**config.mk**
```make
export PLATFORM = sky130hd
export DESIGN_NAME = src_dest_seq_reader
export DESIGN_NICKNAME = d
export VERILOG_FILES = /design/src/rtl/src_dest_seq_reader.sv
export SDC_FILE = /design/constraint.sdc
export NUM_CORES = 1
export LEC_CHECK = 0
export ABC_CLOCK_PERIOD_IN_PS = 5900
export BUFFER_PORTS_ARGS = -buffer_cell sky130_fd_sc_hd__buf_4
export CAP_MARGIN = 20
export CORE_AREA = 2 2 195 197
export CTS_BUF_LIST = sky130_fd_sc_hd__clkbuf_16
export DETAILED_ROUTE_END_ITERATION = 8
export DIE_AREA = 0 0 197 199
export GPL_TIMING_DRIVEN = 0
export PLACE_DENSITY = 0.69
export SLEW_MARGIN = 25
export SYNTH_ARGS = -nofsm -noshare
export SYNTH_HDL_FRONTEND = slang
export SYNTH_SLANG_ARGS = --single-unit
```
**constraint.sdc**
```tcl
create_clock -name clk -period 5.9 [get_ports clk]
set_clock_uncertainty 0.2 [all_clocks]
set_input_delay 0.59 -clock clk [delete_from_list [all_inputs] [get_ports clk]]
set_output_delay 0.59 -clock clk [all_outputs]
set_load 0.01 [all_outputs]
```
**src/rtl/src_dest_seq_reader.sv**
```systemverilog
// Holds the src/dst permutation tables written by the shuffle stage and serves them
// to the loop sequencer as (src, dst) register-index pairs over a valid/ready handshake.
module src_dest_seq_reader #(
    parameter int NUM_REGS = 32,
    parameter int IDX_W    = 5
) (
    input  logic             clk,
    input  logic             rst,
    input  logic             ld_valid,
    output logic             ld_ready,
    input  logic [IDX_W-1:0] ld_idx,
    input  logic [IDX_W-1:0] ld_src,
    input  logic [IDX_W-1:0] ld_dst,
    input  logic             ld_last,
    input  logic             req_valid,
    output logic             req_ready,
    input  logic             req_use_src,
    output logic             resp_valid,
    input  logic             resp_ready,
    output logic [IDX_W-1:0] resp_src,
    output logic [IDX_W-1:0] resp_dst,
    output logic             tab_ready,
    output logic             tab_err
);

    typedef enum logic [1:0] {EMPTY, LOADING, READY, ERROR} state_t;

    state_t              state;
    logic [IDX_W-1:0]    src_tab [NUM_REGS];
    logic [IDX_W-1:0]    dst_tab [NUM_REGS];
    logic [IDX_W-1:0]    src_cnt;
    logic [IDX_W-1:0]    dst_cnt;
    logic [NUM_REGS-1:0] src_seen;
    logic [NUM_REGS-1:0] dst_seen;
    logic [NUM_REGS-1:0] src_seen_nx;
    logic [NUM_REGS-1:0] dst_seen_nx;
    logic                ld_fire;
    logic                req_fire;

    // A pending response blocks reloading so a served pair never mixes two tables.
    assign ld_ready  = (state != READY) || !resp_valid;
    assign req_ready = (state == READY) && !ld_valid && (!resp_valid || resp_ready);
    assign ld_fire   = ld_valid && ld_ready;
    assign req_fire  = req_valid && req_ready;

    // Any load entry arriving outside LOADING starts a fresh table, so the masks restart.
    always_comb begin
        src_seen_nx = (state == LOADING) ? src_seen : '0;
        dst_seen_nx = (state == LOADING) ? dst_seen : '0;
        src_seen_nx[ld_src] = 1'b1;
        dst_seen_nx[ld_dst] = 1'b1;
    end

    always_ff @(posedge clk) begin
        if (ld_fire) begin
            src_tab[ld_idx] <= ld_src;
            dst_tab[ld_idx] <= ld_dst;
        end
    end

    always_ff @(posedge clk) begin
        if (rst) begin
            state      <= EMPTY;
            src_cnt    <= '0;
            dst_cnt    <= '0;
            src_seen   <= '0;
            dst_seen   <= '0;
            resp_valid <= 1'b0;
            resp_src   <= '0;
            resp_dst   <= '0;
            tab_ready  <= 1'b0;
            tab_err    <= 1'b0;
        end else begin
            if (ld_fire) begin
                src_seen <= src_seen_nx;
                dst_seen <= dst_seen_nx;
                if (!ld_last) begin
                    state     <= LOADING;
                    tab_ready <= 1'b0;
                    tab_err   <= 1'b0;
                end else if ((&src_seen_nx) && (&dst_seen_nx)) begin
                    state     <= READY;
                    tab_ready <= 1'b1;
                    tab_err   <= 1'b0;
                    src_cnt   <= '0;
                    dst_cnt   <= '0;
                end else begin
                    state     <= ERROR;
                    tab_ready <= 1'b0;
                    tab_err   <= 1'b1;
                end
            end

            // ld_fire and req_fire are exclusive: req_ready requires !ld_valid.
            if (req_fire) begin
                resp_valid <= 1'b1;
                resp_src   <= src_tab[src_cnt];
                resp_dst   <= dst_tab[dst_cnt];
                dst_cnt    <= dst_cnt + IDX_W'(1);
                if (req_use_src) begin
                    src_cnt <= src_cnt + IDX_W'(1);
                end
            end else if (resp_ready) begin
                resp_valid <= 1'b0;
            end
        end
    end

endmodule

```
Word level (Yosys, flattened, before mapping)
Memories as Yosys holds them, arrays and structs flattened. A register that Yosys moved wholly into a read port is not among the register bits.
Cells that the tools add are included.
{"block": "totals", "regBits": 79, "latchBits": 0, "ram_bits": 320, "romBits": 0, "inputBits": 22, "out_inout_bits": 15, "wordCells": 64, "n_memories": 2}
{"block": "classes", "add_sub_neg": 2, "mul": 0, "div_mod_pow": 0, "order_cmp": 4, "eq_ne": 3, "n_shift": 0, "mux": 25, "bitwise": 2, "n_reduce_logical": 18}
{"name": "dst_tab", "depth": 32, "word_bits": 5, "read_ports": 1, "rd_clocked_by_memory_dff": 1, "write_ports": 1, "line_no": "30", "text": "logic [IDX_W-1:0] dst_tab [NUM_REGS];"}
{"name": "src_tab", "depth": 32, "word_bits": 5, "read_ports": 1, "rd_clocked_by_memory_dff": 1, "write_ports": 1, "line_no": "29", "text": "logic [IDX_W-1:0] src_tab [NUM_REGS];"}
{"cell": "2-to-1 mux 32 bit", "n": 2}
{"cell": "OR 32 bit", "n": 2}
{"cell": "AND reduction 32 bit", "n": 2}
{"cell": "2-to-1 mux 5 bit", "n": 9}
{"cell": "< comparator 5 x 6 -> 1 bit, second input constant", "n": 2}
{"cell": "2-to-1 mux 1 bit", "n": 11}
{"cell": "adder 5 x 1 -> 5 bit, second input constant", "n": 2}
{"cell": "demux 1 bit (select 5 bit)", "n": 2}
{"cell": ">= comparator 5 x 1 -> 1 bit, second input constant", "n": 2}
{"cell": "nonzero test 2 bit", "n": 4}
{"cell": "logical AND 1 bit", "n": 7}
{"cell": "AND reduction 3 bit", "n": 1}
{"cell": "== test 2 x 1 -> 1 bit, second input constant", "n": 1}
{"cell": "== test 2 bit, second input constant", "n": 1}
{"cell": "logical NOT 1 bit", "n": 2}
{"cell": "logical OR 1 bit", "n": 2}
{"cell": "2-to-1 mux 2 bit", "n": 1}
{"cell": "inequality test 2 bit, second input constant", "n": 1}

Longest topological paths before layout
Gate-level depths: netlist of the first run.
{"block": "depth", "ltp_word": 12, "ltp_mapped": 10, "mapped_depth_nobuf": 7}

Least setup slack after synthesis of the first run
Ideal clock, no wire load.
{"block": "synth_timing", "path_type": "input port to flip-flop", "startpoint": "in ld_src[2]", "endpoint": "reg dst_cnt[3]", "setup_time_ps": 147, "arrival_time_ps": 2587, "required_ps": 5553, "path_slack_ps": 2966, "cell_stages": 9, "path_buffers": 2, "cell_sequence": "buf_2 -> nor2b_1 -> a31oi_1 -> a2111o_1 -> a2111oi_2 -> nand4_1 -> o41ai_2 -> buf_2 -> o32ai_1"}
{"block": "synth_via", "elab_chain_cells": 9, "elab_cells_between_ends": 10, "classes_between": "order compare (2); mux (2); bitwise (1); reduce/logical (5)"}
{"item": "start: declaration", "line_no": "12", "text": "input logic [IDX_W-1:0] ld_src,"}
{"item": "< comparator 5 x 6 -> 1 bit (implied by the code) / >= comparator 5 x 1 -> 1 bit (equally long branches)", "line_no": "50", "text": "src_seen_nx[ld_src] = 1'b1;"}
{"item": "logical AND 1 bit (implied by the code)", "line_no": "50"}
{"item": "2-to-1 mux 1 bit (implied by the code)", "line_no": "50"}
{"item": "demux 1 bit (select 5 bit) *", "line_no": "50"}
{"item": "OR 32 bit (no source line) *"}
{"item": "AND reduction 32 bit *", "line_no": "81", "text": "end else if ((&src_seen_nx) && (&dst_seen_nx)) begin"}
{"item": "logical AND 1 bit *", "line_no": "81"}
{"item": "nonzero test 2 bit (no source line) *"}
{"item": "AND reduction 3 bit (no source line) *"}
{"item": "end signal: assignment", "line_no": "99", "text": "dst_cnt <= dst_cnt + IDX_W'(1);"}
{"item": "end: declaration", "line_no": "32", "text": "logic [IDX_W-1:0] dst_cnt;"}
Mark *: on every way between the ends. The rest lies on a longest branch, timed or not.
A chain may end at the register's enable or synchronous reset.

Final worst setup path of the first run
Ends and elaborated chain as after synthesis.

==> results of run 1 <==
power groups by stage:
stage | Combinational [uW] | Sequential [uW] | Clock [uW]
2_1_floorplan | 103 | 3190 | 0
3_3_place_gp | 198 | 3200 | 0
3_5_place_dp | 204 | 3200 | 0
4_1_cts | 205 | 3140 | 2440
5_1_grt | 226 | 3140 | 2560
6_report | 210 | 3140 | 2400
final cells by class:
cell class,count,area share
tap,474,0.0318
timing repair buffer,35,0.0141
multi-input combinational,523,0.259
antenna,1,0.000134
buffer,67,0.0146
clock buffer,40,0.0537
inverter,15,0.00302
sequential,409,0.611
clock inverter,32,0.0121
how the worst max path moves through the flow:
stage | from | end | cells past startpoint
detailed placement | ld_src[2] | src_cnt[3] | 10
floorplan | ld_src[2] | dst_cnt[3] | 9
CTS | ld_src[2] | dst_cnt[3] | 10
global placement | ld_src[2] | src_cnt[3] | 10
finish | ld_src[2] | dst_cnt[3] | 10
global route | ld_dst[1] | dst_cnt[1] | 10
per-stage QoR:
step | hold slack, ns | setup WS (ns)
after global routing | 0.194 | 1.94
after global placement | 0.242 | 1.57
final | 0.194 | 2.02
after detailed placement | 0.249 | 1.53
after CTS | 0.186 | 2.09
after floorplan | 0.254 | 2.97
cells in the final DEF, fill, tap and decap left out, types with 6 or more instances in the layout:
cell type / n
nand4_1: 9
a21o_1: 7
clkbuf_1: 47
clkinv_1: 15
nor2_2: 27
and2_1: 12
nand3_1: 19
clkbuf_16: 40
and3_1: 11
a22oi_1: 62
a21oi_1: 12
o21ai_0: 9
nor3b_1: 6
a311oi_1: 11
dfxtp_1: 89
o31ai_1: 10
inv_1: 22
a32oi_1: 13
mux4_2: 100
buf_2: 16
buf_4: 35
nor2b_1: 13
nand2_1: 43
nor2_1: 94
edfxtp_1: 320
state kept, by name (all words and copies together) (netlist names):
register,cells
src_seen,32
dst_cnt,5
resp_src,5
state,2
dst_tab,160
src_cnt,5
tab_ready,1
resp_valid,1
tab_err,1
resp_dst,5
src_tab,160
dst_seen,32
routing by layer:
layer  up-vias  global-route usage
li1       4211                   -
met1      4921               0.271
met2       411               0.328
met3        69              0.0375
met4         2              0.0574
met5         -                   0
tightest hold or removal path, stage by stage:
cell	delay [ns]
buf_4	0.08
nand2_1	0.10
a21oi_1	0.13
logic make-up (layout without fill, tap and decap cells):
group,count (synthesis),in the layout,synth area share
AO/OA/AOI/OAI,147,147,0.0677
XOR/XNOR,3,3,0.00160
adder cells (fa/ha/maj),2,2,0.00152
buffers and inverters,82,189,0.0199
flip-flops,409,409,0.692
multiplexers,102,102,0.138
other,0,1,0
AND/OR/NAND/NOR,269,269,0.0792
==> flow_summary.json, run 1 <==
{
  "finalInstanceArea_mm2": 0.0186,
  "worstHoldStart": "ld_last",
  "synth.most_common_cell": "edfxtp_1",
  "rrSetupSlack_ns": 2.64,
  "critPathTopFamily": "compound AO/OA/AOI/OAI gates",
  "clockBufferDepth": 3,
  "drv_cap": 0,
  "grtUsageTotal": 0.199,
  "grt_max_degree": 41,
  "layout-drive-gt1-share": 0.214,
  "gp_congestion": 0.922,
  "cts-root-buf": "clkbuf_16",
  "path_max_fanout": 34,
  "start_util": 0.443,
  "synth_edf_count": 320,
  "ant_nets": 0,
  "drc": 0,
  "grt_pass1_wl_um": 57700,
  "reg2reg_from": "state[0]",
  "synth.top_cell.area_share": 0.584,
  "min_period_ns": 3.88,
  "crit_top_cell": "buf_2",
  "regArea_mm2": 0.0114,
  "row_count": 71,
  "synthCells": 1014,
  "critPathKind": "in -> reg",
  "fillers": 3050,
  "clk_latency_ns": 0.56,
  "relSlewSlack": 0.261,
  "cts_setup_buffers": 0,
  "io_buffer_count": 35,
  "slew_viol_final": 0,
  "slowest_stage": "o41ai_2",
  "cts_resized": 0,
  "placedCellCount": 1523,
  "yosysSeqAreaShare": 0.692,
  "yosys.area.top_type": "edfxtp_1",
  "setup_tns_ns": 0,
  "syn_avg_cell_area_um2": 16.2,
  "p_seq_frac": 0.545,
  "p_clk_frac": 0.418,
  "multi_input_area_mm2": 0.00484,
  "die_area_mm2": 0.0392,
  "cts_tree": "built",
  "required_ns": 6.10,
  "first_pass_iters": 8,
  "end_kind": "register",
  "utilization": 0.502,
  "reg2reg_depth": 5,
  "p_sw_uw": 1230,
  "syn_to_final_growth_pct": 13.2,
  "wl_met3_um": 2910,
  "ctsHoldBuffers": 0,
  "synth_commonest_cells": "edfxtp_1 (320), nor2_1 (121), mux4_2 (100)",
  "max_freq_ghz": 0.258,
  "cts.sinks": 409,
  "r2r-end": "dst_tab[2][1]",
  "wl_um": 38200,
  "holdPathEnd": "state[1]",
  "syn-cell-area_mm2": 0.0165,
  "period_share": 0.657,
  "hold_violations": 0,
  "setup_violations": 0,
  "cpPeakStageDelay_ns": 0.79,
  "yosys-top-cells-area": "edfxtp_1 (58%), mux4_2 (14%), dfxtp_1 (11%), a22oi_1 (2.8%), nor2_1 (2.8%)",
  "drt-initial-drc-count": 1004,
  "post_drt_via_cell_ratio": 6.02,
  "combPwrFrac": 0.036,
  "worst_hold_path.num_cells": 3,
  "wl_met2_um": 18500,
  "crit_chain": "buf_4 > buf_2 > nor2_1 > nor4bb_1 > o21ai_0 > a2111oi_0 > nand4_1 > o41ai_2 > buf_2 > o32ai_1",
  "grt_antenna_before_repair": 1,
  "p_leak_uw": 0.00581,
  "wl_met1_um": 15900,
  "core_area_mm2": 0.0371,
  "synth_nets": 1038,
  "ys.warnings.count": 0,
  "placed_area_mm2": 0.0173,
  "ys_async_sr_fraction": 0,
  "yosys.cell_types.count": 53,
  "htreeDepth": 2,
  "clkTransAtPathRegs_ns": 0.06,
  "rsz0062_at_grt": "no",
  "cts_made_buffers": 40,
  "post_drt_wl_per_cell_um": 23.9,
  "gr-total-overflow": 0,
  "top_layer_used": "met5",
  "worst_pin_slew_ns": 1.10,
  "crit_buf_inv": 3,
  "finalPower_uw": 5750,
  "worstPathArrival_ns": 4.08,
  "netSwitchingFraction": 0.215,
  "hp-class": "in -> reg",
  "die_h_um": 199,
  "power.density_mw_per_mm2": 308,
  "ios": 37,
  "num_vias": 9614,
  "startpoint_type": "input port",
  "ys.flop_type": "edfxtp_1",
  "fin_cells": 1596,
  "peakVddDrop_v": 0.000246,
  "synth-seq-cells": 409,
  "dp_hpwl_um": 25400,
  "grt_pass1_vias": 9385,
  "die_w_um": 197,
  "nNetsFinal": 1115,
  "status": "completed",
  "p_int_uw": 4510
}
Power figures use the tool's default switching activity.
==> run 2: changes to the inputs <==
--- a/config.mk
+++ b/config.mk
@@ -5,15 +5,16 @@
 export SDC_FILE = /design/constraint.sdc
 export NUM_CORES = 1
 export LEC_CHECK = 0
-export ABC_CLOCK_PERIOD_IN_PS = 5900
+export ABC_AREA = 1
+export ABC_CLOCK_PERIOD_IN_PS = 3300
 export BUFFER_PORTS_ARGS = -buffer_cell sky130_fd_sc_hd__buf_4
 export CAP_MARGIN = 20
-export CORE_AREA = 2 2 195 197
+export CORE_AREA = 2 2 197 199
 export CTS_BUF_LIST = sky130_fd_sc_hd__clkbuf_16
 export DETAILED_ROUTE_END_ITERATION = 8
-export DIE_AREA = 0 0 197 199
+export DIE_AREA = 0 0 199 201
 export GPL_TIMING_DRIVEN = 0
-export PLACE_DENSITY = 0.69
+export PLACE_DENSITY = 0.71
 export SLEW_MARGIN = 25
 export SYNTH_ARGS = -nofsm -noshare
 export SYNTH_HDL_FRONTEND = slang
==> constraint.sdc (replaced) <==
create_clock -name clk -period 3.3 [get_ports clk]
set_clock_uncertainty 0.2 [all_clocks]
set_input_delay 0.33 -clock clk [delete_from_list [all_inputs] [get_ports clk]]
set_output_delay 0.33 -clock clk [all_outputs]
set_load 0.01 [all_outputs]
==> flow_summary.json, run 2 <==
{
  "cts_setup_buffers": 0,
  "multi_input_area_mm2": 0.00516,
  "yosysSeqAreaShare": 0.674,
  "regArea_mm2": 0.0114,
  "mostFrequentLayoutCells": "nor2_1 (330), edfxtp_1 (320), o21ai_0 (264)",
  "cts_tree": "built",
  "gr-total-overflow": 0,
  "die_w_um": 199,
  "setup_tns_ns": 0,
  "grt_pass1_vias": 12200,
  "yosys.area.top_type": "edfxtp_1",
  "die_h_um": 201,
  "cts-root-buf": "clkbuf_16",
  "gp_congestion": 0.885,
  "htreeDepth": 2,
  "power.density_mw_per_mm2": 554,
  "synth_commonest_cells": "nor2_1 (362), edfxtp_1 (320), o21ai_0 (264)",
  "drc": 0,
  "min_period_ns": 3.14,
  "ys.flop_type": "edfxtp_1",
  "synthCells": 1622,
  "peakVddDrop_v": 0.000333,
  "ios": 37,
  "grt_antenna_before_repair": 0,
  "first_pass_iters": 6,
  "drt-initial-drc-count": 1538,
  "grt_max_degree": 40,
  "slew_viol_final": 0,
  "ys_async_sr_fraction": 0,
  "drv_cap": 0,
  "layout-drive-gt1-share": 0.0824,
  "yosys-top-cells-area": "edfxtp_1 (57%), dfxtp_1 (11%), nor2_1 (8.0%), o21ai_0 (7.8%), nand2_1 (4.7%)",
  "critPathKind": "reg -> reg",
  "grtUsageTotal": 0.229,
  "synth.most_common_cell": "nor2_1",
  "synth_edf_count": 320,
  "n_antenna_cell": 0,
  "ys.warnings.count": 0,
  "synth-seq-cells": 409,
  "wl_um": 46200,
  "top_regs": "dst_tab x160, src_tab x160",
  "crit_top_cell": "nand2_1",
  "clockBufferDepth": 3,
  "cts_made_buffers": 42,
  "start_util": 0.444,
  "num_vias": 12900,
  "post_drt_wl_per_cell_um": 20.5,
  "cpPeakStageDelay_ns": 0.75,
  "path_max_fanout": 14,
  "io_buffer_count": 35,
  "post_drt_via_cell_ratio": 5.74,
  "yosys.cell_types.count": 28,
  "hp-class": "in -> reg",
  "syn-cell-area_mm2": 0.0169,
  "cts.sinks": 409,
  "placedCellCount": 2175,
  "layout_commonest_cell": "nor2_1",
  "dp_hpwl_um": 29600,
  "synth.top_cell.area_share": 0.568,
  "startpoint_type": "register",
  "core_area_mm2": 0.0381,
  "required_ns": 3.28,
  "crit_chain": "inv_2 > nand3_1 > nand2_1 > inv_1 > nand2_1 > nor2_2",
  "ant_nets": 0,
  "max_freq_ghz": 0.318,
  "synth_nets": 1646,
  "die_area_mm2": 0.0400,
  "period_share": 0.952,
  "slowest_stage": "nor2_2",
  "end_kind": "register",
  "hold_violations": 0,
  "fillers": 3377,
  "fin_cells": 2253,
  "nNetsFinal": 1726,
  "clkTransAtPathRegs_ns": 0.06,
  "worstPathArrival_ns": 3.12,
  "setup_violations": 0,
  "row_count": 72,
  "syn_to_final_growth_pct": 14.6,
  "grt_pass1_wl_um": 69600,
  "clk_latency_ns": 0.54,
  "status": "completed",
  "syn_avg_cell_area_um2": 10.4,
  "p_leak_uw": 0.00651,
  "worst_pin_slew_ns": 0.887,
  "relSlewSlack": 0.409
}
-- run 2: cell count changes in the layout (fill, tap and decap cells not counted), moves of 24 or more --
cell,delta
o21ai_0,+255
a22oi_1,-62
inv_1,+24
o22ai_1,+40
a21oi_1,+24
nor2_4,+25
nand2_1,+169
nand3_1,+51
nor2_1,+236
clkbuf_1,+36
mux4_2,-100
-- run 2: timing repair --
item	in CTS	in global routing
setup endpoints to repair	201	310
resized for setup	11	20
hold endpoints to repair	3	0
hold buffers	2	0
-- run 2: power by group --
| part | switching [uW] | leakage, uW | internal [uW] |
|---|---|---|---|
| logic | 351 | 0.00221 | 116 |
| clock network | 1960 | 0.000694 | 2640 |
| registers | 32.1 | 0.00361 | 5630 |
| total | 2340 | 0.00651 | 8380 |
-- run 2: cells by family (layout without fill, tap and decap cells) --
logic type / count (synthesis) / count (layout) / share of synthesized area
fa+ha+maj: 2 / 2 / 0.00148
flops: 409 / 409 / 0.674
xor+xnor: 5 / 5 / 0.00259
simple gates: 651 / 651 / 0.151
compound gates: 419 / 419 / 0.138
buf+inv: 136 / 249 / 0.0332
-- run 2: area by class of cell --
cell class,count,area share
clock inverters,35,0.0147
plain buffers,97,0.0214
well taps,518,0.0334
flip-flops and latches,409,0.588
inverters,38,0.00736
repair buffers,37,0.0146
multi-input cells,1077,0.267
clock buffers,42,0.0542
-- run 2: per-layer routing --
layer | up-vias | part of all wire | global-route usage
met4 | 0 | 0.033 | 0.0813
met1 | 6211 | 0.41 | 0.321
met3 | 111 | 0.096 | 0.0415
met2 | 700 | 0.46 | 0.357
li1 | 5918 | - | -
met5 | - | 0 | 0
-- run 2: worst max-delay path, delay by kind of cell, from the launching register on --
family / cells / cell delay, ns
simple gates: 4 / 1.51
buf+inv: 2 / 0.63
flops: 1 / 0.43
-- run 2: worst paths after layout --
path                   from       endpoint  depth (start not counted)  slack, ns
setup reg to reg   state[0]  dst_tab[0][3]                          6       0.16
hold reg to reg     tab_err        tab_err                          2       0.28
hold / removal    ld_src[0]  src_tab[6][0]                          1       0.03
setup / recovery   state[0]  dst_tab[0][3]                          6       0.16
-- run 2: through the flow --
| stage | utilization | power [uW] | hold slack (ns) | worst slack, ns | area, um2 |
|---|---|---|---|---|---|
| after detailed placement | 0.469 | 6210 | 0.265 | -0.374 | 17900 |
| after global routing | 0.509 | 11000 | 0.0356 | -0.00789 | 19400 |
| after floorplan | - | 6000 | 0.229 | 0.889 | 16900 |
| final | 0.509 | 10700 | 0.0315 | 0.157 | 19400 |
| after global placement | 0.468 | 6190 | 0.261 | -0.220 | 17800 |
| after CTS | 0.506 | 10800 | 0.0103 | -0.228 | 19300 |
==> run 3: changes to the inputs <==
--- a/config.mk
+++ b/config.mk
@@ -9,12 +9,12 @@
 export ABC_CLOCK_PERIOD_IN_PS = 3300
 export BUFFER_PORTS_ARGS = -buffer_cell sky130_fd_sc_hd__buf_4
 export CAP_MARGIN = 20
-export CORE_AREA = 2 2 197 199
+export CORE_AREA = 2 2 177 179
 export CTS_BUF_LIST = sky130_fd_sc_hd__clkbuf_16
 export DETAILED_ROUTE_END_ITERATION = 8
-export DIE_AREA = 0 0 199 201
+export DIE_AREA = 0 0 179 181
 export GPL_TIMING_DRIVEN = 0
-export PLACE_DENSITY = 0.71
+export PLACE_DENSITY = 0.84
 export SLEW_MARGIN = 25
 export SYNTH_ARGS = -nofsm -noshare
 export SYNTH_HDL_FRONTEND = slang
==> flow_summary.json, run 3 (same netlist as run 2, synthesis figures left out) <==
{
  "status": "finished with violations",
  "violations": "setup timing",
  "regArea_mm2": 0.0114,
  "peakVddDrop_v": 0.000406,
  "post_drt_via_cell_ratio": 6.31,
  "grtUsageTotal": 0.286,
  "clk_latency_ns": 0.55,
  "hold_violations": 0,
  "htreeDepth": 2,
  "row_count": 64,
  "rsz0062_at_grt": "yes",
  "finalWorstSetupSlack_ns": -0.144,
  "fillers": 2239,
  "setup_tns_ns": -8.29,
  "path_max_fanout": 10,
  "wl_um": 46900,
  "layout_commonest_cell": "nor2_1",
  "grt_pass1_wl_um": 70500,
  "cts.sinks": 409,
  "drt-initial-drc-count": 2291,
  "relSlewSlack": 0.460,
  "clockBufferDepth": 3,
  "min_period_ns": 3.44,
  "grt_antenna_before_repair": 1,
  "cts-root-buf": "clkbuf_16",
  "worstPathArrival_ns": 3.44,
  "gr-total-overflow": 0,
  "first_pass_iters": 7,
  "nNetsFinal": 1727,
  "dp_hpwl_um": 29700,
  "num_vias": 13500,
  "required_ns": 3.29,
  "clkTransAtPathRegs_ns": 0.06,
  "die_w_um": 179,
  "period_share": 1.04,
  "power.density_mw_per_mm2": 562,
  "critPathKind": "reg -> reg",
  "core_area_mm2": 0.0303,
  "post_drt_wl_per_cell_um": 22.0,
  "die_area_mm2": 0.0324,
  "ios": 37,
  "setup_violations": 119,
  "worst_pin_slew_ns": 0.809,
  "layout-drive-gt1-share": 0.0829,
  "gp_congestion": 0.905,
  "top_regs": "dst_tab x160, src_tab x160",
  "cts_tree": "built",
  "utilization": 0.632,
  "finalPower_uw": 10800,
  "max_freq_ghz": 0.290,
  "io_buffer_count": 35,
  "start_util": 0.557,
  "slew_viol_final": 0,
  "end_kind": "register",
  "p_leak_uw": 0.00652,
  "startpoint_type": "register",
  "mostFrequentLayoutCells": "nor2_1 (330), edfxtp_1 (320), o21ai_0 (264)",
  "ant_nets": 0,
  "cts_setup_buffers": 0,
  "cts_made_buffers": 41,
  "syn_to_final_growth_pct": 13.5,
  "n_antenna_cell": 0,
  "die_h_um": 181,
  "hp-class": "in -> reg",
  "drc": 0,
  "grt_pass1_vias": 12800,
  "grt_max_degree": 40,
  "drv_cap": 0,
  "multi_input_area_mm2": 0.00509
}
==> run 3: cell count changes in the layout (fill, tap and decap cells not counted), moves of 2 or more <==
cell | before | now
clkbuf_16 | 42 | 44
clkinv_1 | 9 | 7
inv_1 | 46 | 44
nor2_4 | 25 | 11
inv_6 | 0 | 2
nor2_2 | 9 | 23
==> run 3: cell type report <==
cell class              instances  area share
clock inverters                32      0.0132
well taps                     396      0.0258
clock buffers                  44      0.0574
multi-input cells            1077       0.265
repair buffers                 38      0.0153
inverters                      38     0.00744
plain buffers                  98      0.0218
flip-flops and latches        409       0.594
==> run 3: worst paths after layout <==
path	from	to	slack (ns)	cells after the start
worst min register to register	tab_err	tab_err	0.27	2
worst min-delay path	ld_src[0]	src_tab[7][0]	0.03	1
worst max-delay path	state[0]	src_tab[2][4]	-0.14	7
worst max register to register	state[0]	src_tab[2][4]	-0.14	7
==> run 3: worst max-delay path, cell delays in order, from the launching register on <==
cell and delay (ns):
dfxtp_1 0.42, inv_2 0.08, nand3_1 0.10, nand2_1 0.18, inv_1 0.22, clkbuf_1 0.53
nand3_1 0.56, nor2_2 0.80
==> run 3: timing repair <==
| action | CTS | global route |
|---|---|---|
| hold endpoints to repair | 5 | 0 |
| resized for setup | 16 | 11 |
| hold buffers | 3 | 0 |
| cloned | 0 | 0 |
| setup endpoints to repair | 149 | 172 |
==> run 3: per-layer routing <==
metal / wire [um] / GRT usage / up-vias
met4: 1890 / 0.126 / 0
met5: 0 / 0 / -
met3: 5290 / 0.0471 / 177
met2: 22500 / 0.463 / 981
met1: 17200 / 0.380 / 6368
li1: - / - / 5930
==> run 3: through the flow <==
step           instances  setup slack (ns)  instance area, um2  hold slack, ns
2_1_floorplan       1622             0.889               16900           0.229
3_3_place_gp        2053           -0.0302               17700           0.260
3_5_place_dp        2053            -0.231               17700           0.269
4_1_cts             2132            -0.237               19100         0.00836
5_1_grt             2132            -0.171               19200          0.0285
6_report            2132            -0.144               19200          0.0266
==> run 3: report_power, final <==
group	switching, uW	total, uW	internal, uW
Sequential	35.0	5660	5630
Clock	1990	4660	2670
Combinational	351	467	116
Total	2380	10800	8410
